**src/rtl/ceespu_pkg.sv**
```systemverilog
// Shared types and constants for the ceespu hazard/forwarding logic.
package ceespu_pkg;

  // Scoreboard stores register indices zero-extended to this width.
  localparam int REG_W_MAX  = 8;
  localparam int REG_ZERO   = 0;
  localparam int FWD_SEL_RF = 0;

  typedef struct packed {
    logic                 valid;
    logic [REG_W_MAX-1:0] regD;
    logic                 isLoad;
  } sb_entry_t;

  function automatic int sel_width(input int depth);
    return $clog2(depth + 1);
  endfunction

endpackage

```
**src/rtl/ceespu_fwd_match.sv**
```systemverilog
// Per-read-port youngest-match finder over the in-flight scoreboard.
// Purely combinational: yields the forward select and a load-not-ready flag.
module ceespu_fwd_match
  import ceespu_pkg::*;
#(
  parameter int REG_BITS  = 5,
  parameter int FWD_DEPTH = 2,
  parameter int LOAD_LAT  = 1,
  parameter int SELW      = sel_width(FWD_DEPTH)
) (
  input  sb_entry_t [FWD_DEPTH-1:0] sb_i,
  input  logic [REG_BITS-1:0]       src_i,
  output logic [SELW-1:0]           sel_o,
  output logic                      load_pend_o
);

  logic [REG_W_MAX-1:0] src_ext;
  assign src_ext = REG_W_MAX'(src_i);

  // Scan oldest to youngest so the lowest matching index is left standing.
  always_comb begin
    sel_o       = SELW'(FWD_SEL_RF);
    load_pend_o = 1'b0;
    if (src_ext != REG_W_MAX'(REG_ZERO)) begin
      for (int i = FWD_DEPTH - 1; i >= 0; i--) begin
        if (sb_i[i].valid && (sb_i[i].regD == src_ext)) begin
          sel_o       = SELW'(i + 1);
          load_pend_o = sb_i[i].isLoad && (i < LOAD_LAT);
        end
      end
    end
  end

endmodule

```
**src/rtl/ceespu_hazard_unit.sv**
```systemverilog
// Hazard and forwarding unit: in-flight scoreboard, operand forwarding, stall/bubble.
// Optional performance counters enabled by defining CEESPU_HAZARD_PERF_EN.
module ceespu_hazard_unit
  import ceespu_pkg::*;
#(
  parameter int XLEN       = 32,
  parameter int REG_BITS   = 5,
  parameter int READ_PORTS = 2,
  parameter int FWD_DEPTH  = 2,
  parameter int LOAD_LAT   = 1,
  localparam int SELW      = sel_width(FWD_DEPTH)
) (
  input  logic                         I_clk,
  input  logic                         I_rst_n,
  input  logic                         I_dec_valid,
  input  logic [READ_PORTS*REG_BITS-1:0] I_dec_regS,
  input  logic [REG_BITS-1:0]          I_dec_regD,
  input  logic                         I_dec_we,
  input  logic                         I_dec_isLoad,
  input  logic                         I_flush,
  input  logic                         I_ex_busy,
  input  logic                         I_dmem_busy,
  input  logic [READ_PORTS*XLEN-1:0]   I_rf_data,
  input  logic [FWD_DEPTH*XLEN-1:0]    I_stage_data,
  output logic [READ_PORTS*XLEN-1:0]   O_operand,
  output logic [READ_PORTS*SELW-1:0]   O_fwd_sel,
  output logic                         O_stall,
  output logic                         O_bubble
`ifdef CEESPU_HAZARD_PERF_EN
  ,
  output logic [31:0]                  O_stall_cycles,
  output logic [31:0]                  O_bubble_count,
  output logic [31:0]                  O_fwd_count
`endif
);

  if (FWD_DEPTH < 1) begin : g_bad_depth
    $error("ceespu_hazard_unit: FWD_DEPTH must be at least 1");
  end
  if (LOAD_LAT < 0 || LOAD_LAT >= FWD_DEPTH) begin : g_bad_lat
    $error("ceespu_hazard_unit: LOAD_LAT must be in [0, FWD_DEPTH-1]");
  end
  if (REG_BITS > REG_W_MAX) begin : g_bad_regbits
    $error("ceespu_hazard_unit: REG_BITS exceeds scoreboard register field");
  end

  sb_entry_t [FWD_DEPTH-1:0] sb_q, sb_d;
  sb_entry_t                 new_entry;
  logic [READ_PORTS-1:0]     load_pend;
  logic                      busy, load_use, shift;

  for (genvar gi = 0; gi < READ_PORTS; gi++) begin : g_port
    logic [XLEN-1:0] op_p;

    ceespu_fwd_match #(
      .REG_BITS (REG_BITS),
      .FWD_DEPTH(FWD_DEPTH),
      .LOAD_LAT (LOAD_LAT),
      .SELW     (SELW)
    ) u_match (
      .sb_i       (sb_q),
      .src_i      (I_dec_regS[gi*REG_BITS +: REG_BITS]),
      .sel_o      (O_fwd_sel[gi*SELW +: SELW]),
      .load_pend_o(load_pend[gi])
    );

    always_comb begin
      op_p = I_rf_data[gi*XLEN +: XLEN];
      for (int i = 0; i < FWD_DEPTH; i++) begin
        if (O_fwd_sel[gi*SELW +: SELW] == SELW'(i + 1)) begin
          op_p = I_stage_data[i*XLEN +: XLEN];
        end
      end
    end

    assign O_operand[gi*XLEN +: XLEN] = op_p;
  end

  assign busy     = I_ex_busy | I_dmem_busy;
  assign load_use = I_dec_valid & (|load_pend);

  // Busy freezes everything (flush waits); flush and load-use both push a bubble entry.
  always_comb begin
    O_stall   = 1'b0;
    O_bubble  = 1'b0;
    shift     = 1'b1;
    new_entry = '0;
    if (busy) begin
      O_stall = 1'b1;
      shift   = 1'b0;
    end else if (I_flush) begin
      new_entry = '0;
    end else if (load_use) begin
      O_stall  = 1'b1;
      O_bubble = 1'b1;
    end else begin
      new_entry.valid  = I_dec_valid & I_dec_we & (I_dec_regD != REG_BITS'(REG_ZERO));
      new_entry.regD   = REG_W_MAX'(I_dec_regD);
      new_entry.isLoad = I_dec_isLoad;
    end

    sb_d = sb_q;
    if (shift) begin
      sb_d[0] = new_entry;
      for (int i = 1; i < FWD_DEPTH; i++) begin
        sb_d[i] = sb_q[i-1];
      end
    end
  end

  always_ff @(posedge I_clk) begin
    if (!I_rst_n) begin
      sb_q <= '0;
    end else begin
      sb_q <= sb_d;
    end
  end

`ifdef CEESPU_HAZARD_PERF_EN
  logic [31:0] stall_cycles_q, stall_cycles_d;
  logic [31:0] bubble_count_q, bubble_count_d;
  logic [31:0] fwd_count_q, fwd_count_d;
  logic        fwd_issue;

  // Only a real instruction leaving decode this cycle counts as a forwarded issue.
  assign fwd_issue = ~busy & ~I_flush & ~load_use & I_dec_valid & (|O_fwd_sel);

  always_comb begin
    stall_cycles_d = stall_cycles_q;
    bubble_count_d = bubble_count_q;
    fwd_count_d    = fwd_count_q;
    if (O_stall && (stall_cycles_q != '1)) stall_cycles_d = stall_cycles_q + 32'd1;
    if (O_bubble && (bubble_count_q != '1)) bubble_count_d = bubble_count_q + 32'd1;
    if (fwd_issue && (fwd_count_q != '1)) fwd_count_d = fwd_count_q + 32'd1;
  end

  always_ff @(posedge I_clk) begin
    if (!I_rst_n) begin
      stall_cycles_q <= '0;
      bubble_count_q <= '0;
      fwd_count_q    <= '0;
    end else begin
      stall_cycles_q <= stall_cycles_d;
      bubble_count_q <= bubble_count_d;
      fwd_count_q    <= fwd_count_d;
    end
  end

  assign O_stall_cycles = stall_cycles_q;
  assign O_bubble_count = bubble_count_q;
  assign O_fwd_count    = fwd_count_q;
`endif

endmodule
```
**config.mk**
```make
export PLATFORM = sky130hd
export DESIGN_NAME = ceespu_hazard_unit
export DESIGN_NICKNAME = d
export VERILOG_FILES = /design/src/rtl/ceespu_pkg.sv /design/src/rtl/ceespu_fwd_match.sv /design/src/rtl/ceespu_hazard_unit.sv
export SDC_FILE = /design/constraint.sdc
export NUM_CORES = 1
export LEC_CHECK = 0
export CAP_MARGIN = 0
export CORE_ASPECT_RATIO = 0.5
export CORE_UTILIZATION = 30
export CTS_BUF_LIST = sky130_fd_sc_hd__clkbuf_16
export DETAILED_ROUTE_END_ITERATION = 6
export HOLD_SLACK_MARGIN = 0.02
export PLACE_DENSITY = 0.75
export SLEW_MARGIN = 20
export SYNTH_ARGS = -nofsm -noshare
export SYNTH_HDL_FRONTEND = slang
export SYNTH_HIERARCHICAL = 1
export SYNTH_SLANG_ARGS = --single-unit
```
**constraint.sdc**
```tcl
create_clock -name I_clk -period 2.5 [get_ports I_clk]
set_clock_uncertainty 0.2 [all_clocks]
set_input_delay 0.5 -clock I_clk [delete_from_list [all_inputs] [get_ports I_clk]]
set_output_delay 0.5 -clock I_clk [all_outputs]
set_load 0.01 [all_outputs]
```
==> Word-level counts from Yosys, hierarchy flattened <==
Cells that the tools add are included.
{ "word_totals": {"reg_bits": 19, "inputBits": 151, "out_inout_bits": 70, "wordCells": 45} }
{ "classes": {"eq_ne": 8, "muxes": 20, "bitwise": 4, "reduce_logical": 8} }
{ "op_table": {"columns": ["op", "n"], "rows": [
  ["2-to-1 mux 32 bit", 4],
  ["equality test 8 x 5 -> 1 bit", 4],
  ["2-to-1 mux 10 bit", 2],
  ["nonzero test 8 bit", 2],
  ["2-to-1 mux 2 bit", 6],
  ["2-to-1 mux 1 bit", 8],
  ["nonzero test 5 bit", 1],
  ["equality test 2 x 1 -> 1 bit, second input constant", 2],
  ["equality test 2 bit, second input constant", 2],
  ["logical AND 1 bit", 4],
  ["bitwise AND 1 bit", 3],
  ["OR reduction 2 bit", 1],
  ["bitwise OR 1 bit", 1]
]} }

==> Longest topological paths before layout <==
Gate-level depths: netlist of the first run.
{ "depth": {"ltp_word": 9, "depth_mapped": 8, "mapped_depth_nobuf": 8} }

==> Cells and area by module <==
Netlist of the first run, hierarchy kept.
{ "modules_own_cells": {"columns": ["mod", "n_inst", "cells_per_inst", "area_each_um2", "seq_area_each_um2"], "rows": [
  ["ceespu_hazard_unit", 1, 356, 2621.3, 280.3],
  ["ceespu_fwd_match", 2, 21, 167.7, 0.0]
]} }

==> Worst setup path before layout of the first run <==
No wires, ideal clock.
{ "synth_path": {"path_type": "input to output", "startpoint": "in I_dec_regS[8]", "endpoint": "out O_operand[55]", "t_arrival_ps": 2342, "required_time_ps": 1800, "slack_ps": -542, "cell_stages": 8, "n_path_buf": 2, "path_cell_list": "xor2_1 -> nor4_1 -> nand3_1 -> nor3_1 -> buf_4 -> buf_4 -> mux2i_1 -> a21oi_1"} }
{ "synth_between": {"elab_chain_cells": 8, "elab_cells_between_ends": 12, "cone_classes": "eq/ne: 4; mux: 5; reduce/logical: 3"} }
{ "synth_lines": {"columns": ["element", "line", "text"], "rows": [
  ["start, declared", "ceespu_hazard_unit.sv:16", "input logic [READ_PORTS*REG_BITS-1:0] I_dec_regS,"],
  ["equality test 8 x 5 -> 1 bit", "ceespu_fwd_match.sv:26", "if (sb_i[i].valid && (sb_i[i].regD == src_ext)) begin"],
  ["logical AND 1 bit", "ceespu_fwd_match.sv:26", null],
  ["2-to-1 mux 2 bit (2 in series)", "ceespu_fwd_match.sv:26", null],
  ["2-to-1 mux 2 bit (*)", "ceespu_fwd_match.sv:24", "if (src_ext != REG_W_MAX'(REG_ZERO)) begin"],
  ["via O_fwd_sel[3]", "ceespu_hazard_unit.sv:26", "output logic [READ_PORTS*SELW-1:0] O_fwd_sel,"],
  ["equality test 2 x 1 -> 1 bit", "ceespu_hazard_unit.sv:70", "if (O_fwd_sel[gi*SELW +: SELW] == SELW'(i + 1)) begin"],
  ["2-to-1 mux 32 bit", "ceespu_hazard_unit.sv:70", null],
  ["2-to-1 mux 32 bit (*)", "ceespu_hazard_unit.sv:70", null],
  ["end, declared", "ceespu_hazard_unit.sv:25", "output logic [READ_PORTS*XLEN-1:0] O_operand,"]
]} }
Mark *: on every way through the listed nets, which the timed path passes. The rest lies on a longest branch.

==> Worst setup path after layout of the first run <==
{ "layout_path": {"startpoint": "in I_dec_regS[2]", "endpoint": "out O_operand[21]"} }
{ "layout_between": {"elab_chain_cells": 8, "elab_cells_between_ends": 12, "cone_classes": "eq/ne: 4; mux: 5; reduce/logical: 3"} }
{ "layout_lines": {"columns": ["element", "line"], "rows": [
  ["equality test 8 x 5 -> 1 bit", "ceespu_fwd_match.sv:26"],
  ["logical AND 1 bit", "ceespu_fwd_match.sv:26"],
  ["2-to-1 mux 2 bit (2 in series)", "ceespu_fwd_match.sv:26"],
  ["2-to-1 mux 2 bit (*)", "ceespu_fwd_match.sv:24"],
  ["equality test 2 x 1 -> 1 bit", "ceespu_hazard_unit.sv:70"],
  ["2-to-1 mux 32 bit", "ceespu_hazard_unit.sv:70"],
  ["2-to-1 mux 32 bit (*)", "ceespu_hazard_unit.sv:70"]
]} }
Every way passes the cells marked *; elsewhere a longest branch is shown, timed or not.

==> qor.yml, run 1 <==
setup_path:
  cp_top_family: "buffers and inverters"
  critPathLaunchType: "primary input"
  required_ns: 1.80
  slowest_stage: "nor4_4"
  slowest_delay_ns: 0.37
  critPathArrivalTime_ns: 2.49
  critical_path_class: "primary input to output pin"
  cp_num_buf_inv: 8
  critPathMostFrequentCell: "buf_6"
  cp_cell_sequence: "buf_8 > buf_6 > xnor2_2 > nand4_1 > buf_4 > nor4_4 > buf_12 > buf_6 > buf_6 > buf_8 > nor2b_1 > a211oi_2 > a21oi_2 > buf_2"
  cp_max_fo: 6
  cp-end-kind: "output pin"
global_routing:
  first_global_vias: 4734
  grt_overflow_total: 0
  grt_start_max_net_pins: 31
  antenna_found_initial: 0
  grt_pass1_wl_mm: 24.14
  grt_util_all_layers_pct: 29.94
placed_design:
  numPortBuffers: 220
  place_congestion: 0.8004
  dp.cells: 789
  dp_hpwl_mm: 9.509
  place_area_um2: 6183
final_layout:
  top_regs: "sb_q: 13 flops"
  design_area_um2: 7806
  finalNonFillerCells: 863
  regMostFlops: "sb_q"
  drive_above_1_share_pct: 57.28
  area_growth_pct: 167.2
  diodes: 0
  final_nets: 880
  largest_register_ffs: 13
floorplan:
  die_h_um: 71.78
  rows: 25
  io_pins: 221
  die_w_um: 141.6
  initial_core_util_pct: 30.93
  die_area_um2: 10160
  core_area_um2: 9447
routing:
  routed_wl_mm: 18.67
  drtIter0Drc: 271
  drtPass1Iterations: 4
  vias: 4814
  wl_per_cell_um: 21.63
  ant_nets: 0
  drc: 0
  viasPerCell: 5.578
sta:
  finalHoldViolCount: 0
  setup-tns-final_ns: -39.07
  hold_ws_ns: 0.3171
  period_needed_ns: 3.189
  drv_slew: 0
  setup_viol: 76
  rsz0062_at_grt: "true"
  fmax_ghz: 0.3136
  setup_slack_ns: -0.6886
  timing.final.crit_share_pct: 127.5
power:
  combPwrFrac_pct: 58.9
  power_leakage_uw: 0.002933
  switching_share_pct: 33.01
  p_sw_uw: 414.9
  power.total_uw: 1257
  p_seq_share_pct: 17.2
  p_clk_share_pct: 23.9
  p_int_uw: 841.8
  vdd_drop_max_mv: 0.3934
  p_per_area_nw_per_um2: 161.0
synthesis:
  syn_area_um2: 2922
  synth_area_per_cell_um2: 7.415
  syn_inst: 394
  ys_warn_count: 6
clocking:
  hold_buffers: 0
  clk_latency_ns: 0.24
  htreeDepth: 1
  clock-sinks: 13
  path_clk_slew_ns: 0.04
  clock_path_buffers: 2
  root_buffer: "clkbuf_16"
  cts_buffers: 3
  cts_tree: "yes"
outcome:
  violations: "setup timing"
  outcome: "complete, but fails checks"
hold_path:
  hold_path_class: "flop to flop"
flow_run:
  cap_violations: 0
routing by layer:
layer | global-route usage, % | vias to the layer above | wire [um]
li1 | - | 2157 | -
met1 | 34.82 | 2319 | 7167
met2 | 55.72 | 244 | 9535
met3 | 4.144 | 94 | 1127
met4 | 12.78 | 0 | 836
met5 | 0 | - | 0
power by group through the flow:
stage / combinational (uW) / sequential (uW) / clock (uW)
final: 740 / 217 / 300
after global routing: 771 / 217 / 315
after CTS: 634 / 218 / 305
after detailed placement: 665 / 221 / 0
after global placement: 655 / 221 / 0
after floorplan: 242 / 220 / 0
metrics by stage:
stage | worst slack [ns] | utilization [%]
2_1_floorplan | -0.2069 | -
3_5_place_dp | -1.299 | 65.46
6_report | -0.6886 | 82.64
5_1_grt | -0.7917 | 82.64
3_3_place_gp | -1.313 | 65.46
4_1_cts | -0.6096 | 76.36
path summary, 6_finish.rpt:
kind,startpoint,end,slack [ns],depth (start not counted)
setup / recovery,I_dec_regS[2],O_operand[21],-0.69,14
hold / removal,sb_q[12],sb_q[12],0.32,2
setup reg to reg,sb_q[1],sb_q[5],-0.04,12
hold reg to reg,sb_q[12],sb_q[12],0.32,2
worst register-to-register path, cell delays in order (launching register included):
cell and delay, ns:
dfxtp_4 0.38, xnor2_2 0.15, nand4_1 0.13, buf_4 0.17, nor4_4 0.37, buf_12 0.18, buf_8 0.11, and2_4 0.16
buf_6 0.10, o21a_1 0.16, nor3_4 0.07, a22oi_1 0.17, nor2b_1 0.06
repair_timing:
action                                  4_1_cts  5_1_grt
buffers inserted                             44       23
pin swaps                                    88       70
endpoints found under the setup margin       77       76
resized for setup                           457      126
gates cloned                                 18        1
layout make-up:
type	instances	area, um^2
clock inverter	1	5.005
clock buffer	3	75.07
multi-input combinational	355	3583
sequential	13	275.3
timing repair buffer	356	3699
tap	135	168.9
fill	505	1640
placed cells by master (no fill, tap or decap), types with 4 or more instances in the layout:
master,n
buf_12,20
a211oi_2,53
mux2i_1,29
a211oi_4,5
xnor2_1,4
clkdlybuf4s50_1,140
xor2_1,9
a22oi_1,4
nor3_4,4
nand2_1,15
xnor2_2,5
mux2i_4,19
buf_8,18
buf_6,52
dfxtp_1,7
a211oi_1,6
a21oi_2,50
nor2b_4,9
buf_2,65
clkbuf_16,4
a21boi_0,6
a21oi_1,13
buf_16,12
mux2i_2,16
buf_4,48
conb_1,12
nor2b_1,50
nor2b_2,11
Power figures use the tool's default switching activity.
==> run 2, diff against run 1 <==
--- a/config.mk
+++ b/config.mk
@@ -5,7 +5,7 @@
 export SDC_FILE = /design/constraint.sdc
 export NUM_CORES = 1
 export LEC_CHECK = 0
-export CAP_MARGIN = 0
+export ABC_CLOCK_PERIOD_IN_PS = 2500
 export CORE_ASPECT_RATIO = 0.5
 export CORE_UTILIZATION = 30
 export CTS_BUF_LIST = sky130_fd_sc_hd__clkbuf_16
==> results of run 2 <==
Same layout as run 1: the final DEF is identical, and so are final timing and power.
==> run 3, diff against run 2 <==
--- a/config.mk
+++ b/config.mk
@@ -12,7 +12,6 @@
 export DETAILED_ROUTE_END_ITERATION = 6
 export HOLD_SLACK_MARGIN = 0.02
 export PLACE_DENSITY = 0.75
-export SLEW_MARGIN = 20
 export SYNTH_ARGS = -nofsm -noshare
 export SYNTH_HDL_FRONTEND = slang
 export SYNTH_HIERARCHICAL = 1
==> results of run 3 <==
Same layout as run 1: the final DEF is identical, and so are final timing and power.
